[config.mk]
export PLATFORM = sky130hd
export DESIGN_NAME = tow_scorer
export DESIGN_NICKNAME = d
export VERILOG_FILES = /design/src/rtl/tow_scorer.sv
export SDC_FILE = /design/constraint.sdc
export NUM_CORES = 1
export LEC_CHECK = 0
export CAP_MARGIN = 10
export CORE_ASPECT_RATIO = 1.2
export CORE_MARGIN = 2
export CORE_UTILIZATION = 30
export CTS_CLUSTER_DIAMETER = 40
export DETAILED_ROUTE_END_ITERATION = 10
export SYNTH_ARGS = -nofsm -noshare
export SYNTH_HDL_FRONTEND = slang
export SYNTH_SLANG_ARGS = --single-unit
[constraint.sdc]
create_clock -name clk_i -period 1.85 [get_ports clk_i]
set_input_delay 0.37 -clock clk_i [delete_from_list [all_inputs] [get_ports clk_i]]
set_output_delay 0.37 -clock clk_i [all_outputs]
set_load 0.01 [all_outputs]
[src/rtl/tow_scorer.sv]
// Tug-of-war game controller: consumes latched push flags, moves the rope marker,
// re-arms the latch with a clr hold window, and latches the winner until reset.
module tow_scorer #(
    parameter int unsigned HALF        = 3,
    parameter int unsigned HOLD_CYCLES = 4,
    parameter int unsigned CNT_W       = 8
) (
    input  logic                clk_i,
    input  logic                rst_i,
    input  logic                push_i,
    input  logic                right_i,
    input  logic                tie_i,
    output logic                clr_o,
    output logic [2*HALF:0]     leds_o,
    output logic                ready_o,
    output logic                win_l_o,
    output logic                win_r_o,
    output logic [CNT_W-1:0]    moves_o
);

    localparam int unsigned LED_W = 2 * HALF + 1;
    localparam int unsigned POS_W = (LED_W > 1) ? $clog2(LED_W) : 1;
    localparam int unsigned HC_W  = (HOLD_CYCLES > 1) ? $clog2(HOLD_CYCLES) : 1;

    localparam logic [POS_W-1:0] POS_MAX   = POS_W'(2 * HALF);
    localparam logic [POS_W-1:0] POS_CTR   = POS_W'(HALF);
    localparam logic [HC_W-1:0]  HOLD_LAST = HC_W'(HOLD_CYCLES - 1);

    typedef enum logic [1:0] {
        ST_READY = 2'd0,
        ST_CLEAR = 2'd1,
        ST_WIN   = 2'd2
    } state_t;

    state_t             state_q, state_d;
    logic [POS_W-1:0]   pos_q, pos_d;
    logic [HC_W-1:0]    hold_q, hold_d;
    logic               clr_q, clr_d;
    logic               win_l_q, win_l_d;
    logic               win_r_q, win_r_d;
    logic [CNT_W-1:0]   moves_q, moves_d;

    always_comb begin
        state_d = state_q;
        pos_d   = pos_q;
        hold_d  = hold_q;
        clr_d   = clr_q;
        win_l_d = win_l_q;
        win_r_d = win_r_q;
        moves_d = moves_q;

        case (state_q)
            ST_READY: begin
                if (push_i) begin
                    // tie outranks right; a left move is the fall-through case
                    if (tie_i) begin
                        pos_d = pos_q;
                    end else if (right_i) begin
                        pos_d = pos_q + POS_W'(1);
                    end else begin
                        pos_d = pos_q - POS_W'(1);
                    end
                    if (moves_q != '1) begin
                        moves_d = moves_q + CNT_W'(1);
                    end
                    clr_d  = 1'b1;
                    hold_d = '0;
                    if (pos_d == POS_MAX) begin
                        state_d = ST_WIN;
                        win_r_d = 1'b1;
                    end else if (pos_d == '0) begin
                        state_d = ST_WIN;
                        win_l_d = 1'b1;
                    end else begin
                        state_d = ST_CLEAR;
                    end
                end
            end
            ST_CLEAR: begin
                if (hold_q == HOLD_LAST) begin
                    state_d = ST_READY;
                    clr_d   = 1'b0;
                    hold_d  = '0;
                end else begin
                    hold_d = hold_q + HC_W'(1);
                end
            end
            ST_WIN: begin
                clr_d = 1'b1;
            end
            default: begin
                state_d = ST_READY;
                clr_d   = 1'b0;
                hold_d  = '0;
            end
        endcase
    end

    always_ff @(posedge clk_i) begin
        if (rst_i) begin
            state_q <= ST_READY;
            pos_q   <= POS_CTR;
            hold_q  <= '0;
            clr_q   <= 1'b0;
            win_l_q <= 1'b0;
            win_r_q <= 1'b0;
            moves_q <= '0;
        end else begin
            state_q <= state_d;
            pos_q   <= pos_d;
            hold_q  <= hold_d;
            clr_q   <= clr_d;
            win_l_q <= win_l_d;
            win_r_q <= win_r_d;
            moves_q <= moves_d;
        end
    end

    assign leds_o  = LED_W'(1) << pos_q;
    assign ready_o = (state_q == ST_READY);
    assign clr_o   = clr_q;
    assign win_l_o = win_l_q;
    assign win_r_o = win_r_q;
    assign moves_o = moves_q;

endmodule

After elaboration in Yosys (flattened, before gate mapping)

Index checks and enable logic that the tools add are counted.

Flip-flop bits (word level): 18
Input bits: 5
Output and inout bits: 19
Word-level logic and storage cells: 45

$add $sub $neg: 4
Eq/ne operators: 7
Shift-type cells: 1
Muxes and demuxes: 15
Bitwise gates (word level): 2
Reduce and logical (&&, ||, !) cells: 9

Operator list:

| operator              | count |
|---|---|
| $mux W2               | 6 |
| $mux W3               | 4 |
| $pmux W2 S3           | 2 |
| $reduce_and A3 Y1     | 3 |
| $add A8 B1 Y8 const B | 1 |
| $ne A8 B8 Y1 const B  | 1 |
| $shl A1 B3 Y7 const A | 1 |
| $reduce_and A2 Y1     | 3 |
| $eq A2 B2 Y1 const B  | 2 |
| $ne A2 B2 Y1 const B  | 2 |
| $reduce_and A4 Y1     | 1 |
| $add A3 B1 Y3 const B | 1 |
| $eq A3 B3 Y1 const B  | 1 |
| $logic_not A3 Y1      | 1 |
| $pmux W1 S3           | 1 |
| $sub A3 B1 Y3 const B | 1 |
| $add A2 B1 Y2 const B | 1 |
| $eq A2 B1 Y1 const B  | 1 |
| $logic_not A2 Y1      | 1 |
| $mux W1               | 2 |
| $not A1 Y1            | 2 |

Longest topological paths before layout

Gate-level depths: netlist of run 1.

Word-level depth: 10
Gate-level depth with buffers: 6
Mapped depth without buffers: 6

Worst setup path before layout of run 1

OpenSTA, ideal clock, no wires.

Path type: input port to flip-flop
Start: input right_i
End: register state_q[1]
Setup time: 0.074 ns
Arrival time: 1.876 ns
Data required time: 1.776 ns
Setup slack: -0.100 ns
Stages: 6
Path through: inv_1 -> fa_1 -> xor2_1 -> o21a_1 -> or4b_1 -> a31oi_1

Cells in the longest elaborated chain, start to end: 9

RTL lines:

| what                 | line | text |
|---|---|---|
| start, declared      | 11   | `input logic right_i,` |
| $mux W3 (*)          | 58   | `end else if (right_i) begin` |
| $mux W3 (*)          | 56   | `if (tie_i) begin` |
| $mux W3 (*)          | 54   | `if (push_i) begin` |
| $mux W3 (*)          | 52   | `case (state_q)` |
| $logic_not A3 Y1     | 71   | `end else if (pos_d == '0) begin` |
| $mux W2              | 71   |  |
| $mux W2 (*)          | 68   | `if (pos_d == POS_MAX) begin` |
| $mux W2 (*)          | 54   |  |
| $pmux W2 S3 (*)      | 52   |  |
| end signal, assigned | 109  | `state_q <= state_d;` |
| end, declared        | 35   | `state_t state_q, state_d;` |

Mark *: on every way between the ends. The rest lies on a longest branch, timed or not. The select of a mux whose other input is x is not followed.
A chain may end at the register's enable or synchronous reset.

Final worst setup path of run 1

Start: register pos_q[0]
End: register state_q[1]

Cells in the longest elaborated chain, start to end: 10

RTL lines:

| what                                                  | line   | text |
|---|---|---|
| start, declared                                       | 36     | `logic [POS_W-1:0] pos_q, pos_d;` |
| start signal, assigned                                | 110    | `pos_q <= pos_d;` |
| $sub A3 B1 Y3 / $add A3 B1 Y3 (equally long branches) | 61, 59 |  |
| $mux W3                                               | 58     |  |
| $mux W3 (*)                                           | 56     |  |
| $mux W3 (*)                                           | 54     |  |
| $mux W3 (*)                                           | 52     |  |
| $logic_not A3 Y1                                      | 71     |  |
| $mux W2                                               | 71     |  |
| $mux W2 (*)                                           | 68     |  |
| $mux W2 (*)                                           | 54     |  |
| $pmux W2 S3 (*)                                       | 52     |  |

Marks and branches as above.

==> results.sh, run 1 <==
export IMPL_clk_pin_slew_ns=0.07
export IMPL_drive_above_1_share_pct=20.1
export IMPL_avgSynthCellArea_um2=8.76
export IMPL_placement_io_buffers=23
export IMPL_drv_slew=0
export IMPL_syn_area_mm2=0.00102
export IMPL_critPathKind="flop to flop"
export IMPL_synth_mux_area_share_pct=0.985
export IMPL_synth_compound_area_share_pct=14.4
export IMPL_synth_cell_types=40
export IMPL_ir_drop_mv=0.439
export IMPL_seq_power_share_pct=39.4
export IMPL_ys_async_sr_fraction_pct=0
export IMPL_layout_commonest_cell="dfxtp_1"
export IMPL_diodes=0
export IMPL_power_combinational_fraction_pct=34.6
export IMPL_reg2reg_from="pos_q[0]"
export IMPL_worstSkewPairLatency_ns=0.25
export IMPL_max_slew_margin_pct=66.7
export IMPL_cellInternalPower_uw=855
export IMPL_drc=0
export IMPL_fmax_mhz=561
export IMPL_grtUsageTotal_pct=12.2
export IMPL_htree_levels=1
export IMPL_min_path_cells=2
export IMPL_layout_common_cells="16 x dfxtp_1, 15 x clkdlybuf4s50_1, 13 x buf_4"
export IMPL_clockBufferDepth=2
export IMPL_final_nets=158
export IMPL_cts_num_sinks=18
export IMPL_p_per_area_mw_per_mm2=861
export IMPL_status="complete, no violations"
export IMPL_holdCritStartpoint="win_r_o"
export IMPL_rsz0062_at_grt="false"
export IMPL_cts_buffers=3
export IMPL_synthFlopType="dfxtp_1"
export IMPL_grt_start_max_net_pins=15
export IMPL_io_pins=24
export IMPL_grt_pass1_wl_um=3750
export IMPL_min_path_type="flop to flop"
export IMPL_drtIter0Drc=29
export IMPL_fillerInstances=346
export IMPL_leakage_uw=0.000557
export IMPL_crit_fanout=3
export IMPL_cts_tree="yes"
export IMPL_synth_top_family_by_area="simple AND/OR/NAND/NOR gates"
export IMPL_final_setup_viol_count=0
export IMPL_via_per_inst=4.97
export IMPL_dieWidth_um=57.1
export IMPL_ys_ff_latch=18
export IMPL_worstReg2RegEnd="state_q[1]"
export IMPL_slowest_delay_ns=0.51
export IMPL_crit_required_ns=2.03
export IMPL_synthCells=116
export IMPL_dieArea_mm2=0.00387
export IMPL_cts_root_buf="clkbuf_8"
export IMPL_instances_no_fill=186
export IMPL_synthAdderAreaFrac_pct=4.43
export IMPL_dp_cells=181
export IMPL_yosysWarningCount=0
export IMPL_initial_core_util_pct=31.0
export IMPL_fin_crit_sh_pct=96.4
export IMPL_synth_nets=124
export IMPL_final_seq_area_um2=363
export IMPL_layout_min_cycle_time_ns=1.78
export IMPL_arrival_ns=1.96
export IMPL_cp_end_kind="flop"
export IMPL_clkPwrFrac_pct=26.1
export IMPL_synth_edf_count=0
export IMPL_gp_congestion=0.840
export IMPL_via_count=924
export IMPL_whs_ns=0.452
export IMPL_power_uw=1230
export IMPL_syn_to_final_growth_pct=41.1
export IMPL_tightest_slew_ns=0.497
export IMPL_drt_first_pass_iters=4
export IMPL_wire_per_inst_um=11.5
export IMPL_ys_seq_area_share_pct=35.5
export IMPL_multi_input_area_um2=629
export IMPL_reg2reg_depth=5
export IMPL_synth_xor_area_share_pct=9.48
export IMPL_postRouteAntennaNets=0
export IMPL_timing_final_hold_violations=0
export IMPL_p_sw_uw=380
export IMPL_finClkSkew_ns=0.00188
export IMPL_stdcell_area_mm2=0.00143
export IMPL_grt_pass1_vias=915
export IMPL_maxCapViolations=0
export IMPL_p_sw_share_pct=30.7
export IMPL_path_cells="fa_2 > xor2_2 > o21a_1 > or4b_4 > a31oi_4"
export IMPL_hpwl_um=1640
export IMPL_grt_ovfl_total=0
export IMPL_row_count=23
export IMPL_hold_end="win_r_o"
export IMPL_critPathLaunchType="flop"
export IMPL_synthSimpleGateAreaFrac_pct=29.2
export IMPL_coreArea_mm2=0.00328
export IMPL_reg2reg_slack_ns=0.07
export IMPL_place_area_mm2=0.00135
export IMPL_fp_dieH_um=67.8
export IMPL_antenna_found_initial=0
export IMPL_slowest_stage="or4b_4"
export IMPL_wl_um=2140
## through the flow
step / setup slack (ns) / util, % / TNS [ns]
6_report: 0.0669 / 43.7 / 0
5_1_grt: 0.0208 / 43.7 / 0
4_1_cts: -0.00939 / 43.1 / -0.00939
3_5_place_dp: -0.553 / 41.3 / -2.44
3_3_place_gp: -0.492 / 41.3 / -2.18
2_1_floorplan: 0.0231 / - / 0
## metal layers
metal | share of wire (%) | routed length, um | track usage (%) | up-vias
li1 | - | - | - | 481
met1 | 48 | 1020 | 14.5 | 431
met2 | 49 | 1050 | 21.0 | 8
met3 | 1.7 | 37 | 1.72 | 4
met4 | 1.7 | 36 | 6.98 | 0
met5 | 0 | 0 | 0 | -
## how the worst max path moves through the flow
stage,depth (start not counted),slack (ns),end,start
6_report,5,0.07,state_q[1],pos_q[0]
5_1_grt,5,0.02,win_l_o,pos_q[0]
4_1_cts,5,-0.009,state_q[1],pos_q[1]
3_5_place_dp,7,-0.55,win_l_o,right_i
3_3_place_gp,7,-0.49,win_l_o,right_i
2_1_floorplan,6,0.02,win_l_o,right_i
## cells in the mapped netlist (3+ instances only)
| cell type | number | area [um^2] |
|---|---|---|
| dfxtp_1 | 18 | 360 |
| nor2_1 | 12 | 45.0 |
| xor2_1 | 7 | 61.3 |
| a21oi_1 | 6 | 30.0 |
| nand2_1 | 6 | 22.5 |
| clkbuf_1 | 5 | 18.8 |
| inv_1 | 4 | 15.0 |
| nor3b_1 | 4 | 30.0 |
| o211ai_1 | 4 | 30.0 |
| xnor2_1 | 4 | 35.0 |
| a31oi_1 | 3 | 18.8 |
| and3b_1 | 3 | 26.3 |
| nand3_1 | 3 | 15.0 |
## cell families after synthesis
| kind of cell | count (synthesis) |
|---|---|
| AND/OR/NAND/NOR | 49 |
| multiplexers | 1 |
| XOR/XNOR | 11 |
| adder cells (fa/ha/maj) | 3 |
| flip-flops | 18 |
| AO/OA/AOI/OAI | 22 |
| buffers and inverters | 12 |
## critical path, delay by kind of cell (launching register included)
family                   cells  cell delay (ns)
AO/OA/AOI/OAI                2             0.33
XOR/XNOR                     1             0.16
flip-flops                   1             0.34
AND/OR/NAND/NOR              1             0.51
adder cells (fa/ha/maj)      1             0.37
## state kept, by name, summed over array words and instances (netlist names)
| name | flops |
|---|---|
| clr_o | 1 |
| win_l_o | 1 |
| hold_q | 2 |
| state_q | 2 |
| moves_o | 8 |
| pos_q | 3 |
| win_r_o | 1 |
## what timing repair did
item                       CTS  global route
gates resized for setup     14             5
buffers inserted             0             1
setup endpoints to repair   11             3
hold buffers                 0             0
pin swaps                    4             5
## area by class of cell
type	count	area share, %
clock buffer	4	3.84
inverter	4	1.05
multi-input combinational	86	43.9
sequential	18	25.3
tap	37	3.23
timing repair buffer	37	22.7
## power by group through the flow
stage | Clock, uW | Combinational, uW | Sequential (uW)
final | 322 | 427 | 486
after CTS | 340 | 420 | 484
after global routing | 341 | 476 | 494
after detailed placement | 0 | 423 | 491
after global placement | 0 | 416 | 490
after floorplan | 0 | 273 | 476
Power figures use the tool's default switching activity.
==> inputs of run 2 (changes only) <==
--- a/config.mk
+++ b/config.mk
@@ -5,7 +5,7 @@
 export SDC_FILE = /design/constraint.sdc
 export NUM_CORES = 1
 export LEC_CHECK = 0
-export CAP_MARGIN = 10
+export CAP_MARGIN = 20
 export CORE_ASPECT_RATIO = 1.2
 export CORE_MARGIN = 2
 export CORE_UTILIZATION = 30
==> results of run 2 <==
The final DEF is identical to that of run 1; final timing and power are the same.
==> inputs of run 3 (changes only) <==
--- a/config.mk
+++ b/config.mk
@@ -6,11 +6,15 @@
 export NUM_CORES = 1
 export LEC_CHECK = 0
 export CAP_MARGIN = 20
+export CELL_PAD_IN_SITES_DETAIL_PLACEMENT = 0
+export CELL_PAD_IN_SITES_GLOBAL_PLACEMENT = 2
 export CORE_ASPECT_RATIO = 1.2
 export CORE_MARGIN = 2
-export CORE_UTILIZATION = 30
+export CORE_UTILIZATION = 26
 export CTS_CLUSTER_DIAMETER = 40
 export DETAILED_ROUTE_END_ITERATION = 10
+export PLACE_DENSITY_LB_ADDON = 0.1
 export SYNTH_ARGS = -nofsm -noshare
 export SYNTH_HDL_FRONTEND = slang
 export SYNTH_SLANG_ARGS = --single-unit
+export TNS_END_PERCENT = 50
==> results.sh, run 3 (same netlist as run 1, synthesis figures left out) <==
export IMPL_min_path_type="flop to flop"
export IMPL_drive_above_1_share_pct=21.1
export IMPL_fmax_mhz=556
export IMPL_initial_core_util_pct=27.5
export IMPL_clockBufferDepth=2
export IMPL_stdcell_area_mm2=0.00149
export IMPL_slowest_stage="or4b_4"
export IMPL_worstSkewPairLatency_ns=0.25
export IMPL_layout_common_cells="15 x dfxtp_1, 15 x clkdlybuf4s50_1, 15 x buf_4"
export IMPL_power_uw=1270
export IMPL_holdBufCountCts=0
export IMPL_layout_min_cycle_time_ns=1.80
export IMPL_grtUsageTotal_pct=12.8
export IMPL_cts_num_sinks=18
export IMPL_crit_start="pos_q[0]"
export IMPL_crit_required_ns=2.02
export IMPL_max_slew_margin_pct=67.0
export IMPL_syn_to_final_growth_pct=46.3
export IMPL_p_sw_uw=390
export IMPL_fin_crit_sh_pct=97.2
export IMPL_rsz0062_at_grt="true"
export IMPL_gp_congestion=0.792
export IMPL_crit_fanout=4
export IMPL_hold_end="win_r_o"
export IMPL_place_area_mm2=0.00141
export IMPL_final_setup_viol_count=0
export IMPL_clkPwrFrac_pct=25.3
export IMPL_io_pins=24
export IMPL_largest_register_ffs=8
export IMPL_cts_root_buf="clkbuf_8"
export IMPL_wire_per_inst_um=12.0
export IMPL_via_count=974
export IMPL_seq_power_share_pct=37.8
export IMPL_grt_ovfl_total=0
export IMPL_final_nets=161
export IMPL_postRouteAntennaNets=0
export IMPL_tightest_slew_ns=0.493
export IMPL_cp_end_kind="flop"
export IMPL_fillerInstances=395
export IMPL_grt_pass1_wl_um=4300
export IMPL_cts_buffers=3
export IMPL_maxCapViolations=0
export IMPL_htree_levels=1
export IMPL_coreArea_mm2=0.00369
export IMPL_power_combinational_fraction_pct=36.9
export IMPL_leakage_uw=0.000581
export IMPL_path_cells="fa_2 > xor2_4 > o21a_1 > or4b_4 > a31oi_1"
export IMPL_dieWidth_um=61.1
export IMPL_antenna_found_initial=0
export IMPL_hpwl_um=1930
export IMPL_reg2reg_slack_ns=0.05
export IMPL_critPathKind="flop to flop"
export IMPL_wl_um=2460
export IMPL_min_path_cells=2
export IMPL_worstReg2RegEnd="state_q[1]"
export IMPL_arrival_ns=1.97
export IMPL_grt_pass1_vias=1034
export IMPL_placement_io_buffers=23
export IMPL_diodes=0
export IMPL_ir_drop_mv=0.341
export IMPL_drv_slew=0
export IMPL_cts_tree="yes"
export IMPL_critPathLaunchType="flop"
export IMPL_drc=0
export IMPL_cellInternalPower_uw=879
export IMPL_holdCritStartpoint="win_r_o"
export IMPL_drt_first_pass_iters=4
export IMPL_timing_final_hold_violations=0
export IMPL_reg2reg_from="pos_q[0]"
export IMPL_p_per_area_mw_per_mm2=854
export IMPL_grt_start_max_net_pins=15
export IMPL_row_count=24
export IMPL_fp_dieH_um=72.5
export IMPL_slowest_delay_ns=0.49
export IMPL_dieArea_mm2=0.00443
export IMPL_clk_pin_slew_ns=0.07
export IMPL_reg2reg_depth=5
export IMPL_p_sw_share_pct=30.7
export IMPL_drtIter0Drc=34
export IMPL_via_per_inst=4.77
export IMPL_status="complete, no violations"
export IMPL_finClkSkew_ns=0.00128
-- run 3: power by group through the flow --
stage               clock, uW  combinational, uW  sequential (uW)
floorplan                   0                273              476
global placement            0                456              487
detailed placement          0                461              487
CTS                       336                460              480
global route              353                519              487
finish                    321                468              480
-- run 3: metal layers --
layer  vias to the layer above  part of all wire, %  global-route usage, %
met5                         -                    0                      0
met4                         0                  1.9                   6.52
met3                         6                  3.9                   2.67
met2                        27                   53                   22.9
met1                       452                   41                   13.6
li1                        489                    -                      -
-- run 3: repair_timing --
action | in CTS | in global routing
pin swaps | 6 | 6
setup endpoints to repair | 11 | 4
buffers inserted | 0 | 1
endpoints found under the hold margin | 0 | 0
gates resized for setup | 9 | 9
-- run 3: worst max path at each step --
| stage | slack [ns] | cells past startpoint | end |
|---|---|---|---|
| 3_3_place_gp | -0.51 | 7 | win_l_o |
| 5_1_grt | -0.02 | 5 | state_q[1] |
| 6_report | 0.05 | 5 | state_q[1] |
| 2_1_floorplan | 0.02 | 6 | win_l_o |
| 4_1_cts | -0.08 | 5 | state_q[1] |
| 3_5_place_dp | -0.54 | 7 | win_l_o |
-- run 3: worst max-delay path: cells and delay by family (launching register included) --
| kind | cells | cell delay (ns) |
|---|---|---|
| AOI/OAI and AO/OA | 2 | 0.32 |
| xor gates and xnor gates | 1 | 0.18 |
| adders and majority gates | 1 | 0.40 |
| DFF | 1 | 0.33 |
| and+or+nand+nor | 1 | 0.49 |
-- run 3: layout make-up --
| class | count | area [um^2] | area share (%) |
|---|---|---|---|
| timing repair buffer | 40 | 364 | 24.5 |
| clock buffer | 4 | 55.1 | 3.70 |
| multi-input combinational | 86 | 623 | 41.9 |
| sequential | 18 | 364 | 24.5 |
| inverter | 4 | 15.0 | 1.01 |
| tap | 52 | 65.1 | 4.38 |
-- run 3: through the flow --
stage | cells | TNS, ns | setup slack, ns | hold slack, ns | util [%]
final | 204 | 0 | 0.0521 | 0.449 | 40.2
after global routing | 204 | -0.0238 | -0.0238 | 0.486 | 40.2
after CTS | 203 | -0.157 | -0.0818 | 0.453 | 39.5
after detailed placement | 199 | -2.19 | -0.539 | 0.439 | 38.1
after global placement | 199 | -2.08 | -0.509 | 0.432 | 38.1
after floorplan | 116 | 0 | 0.0231 | 0.465 | -
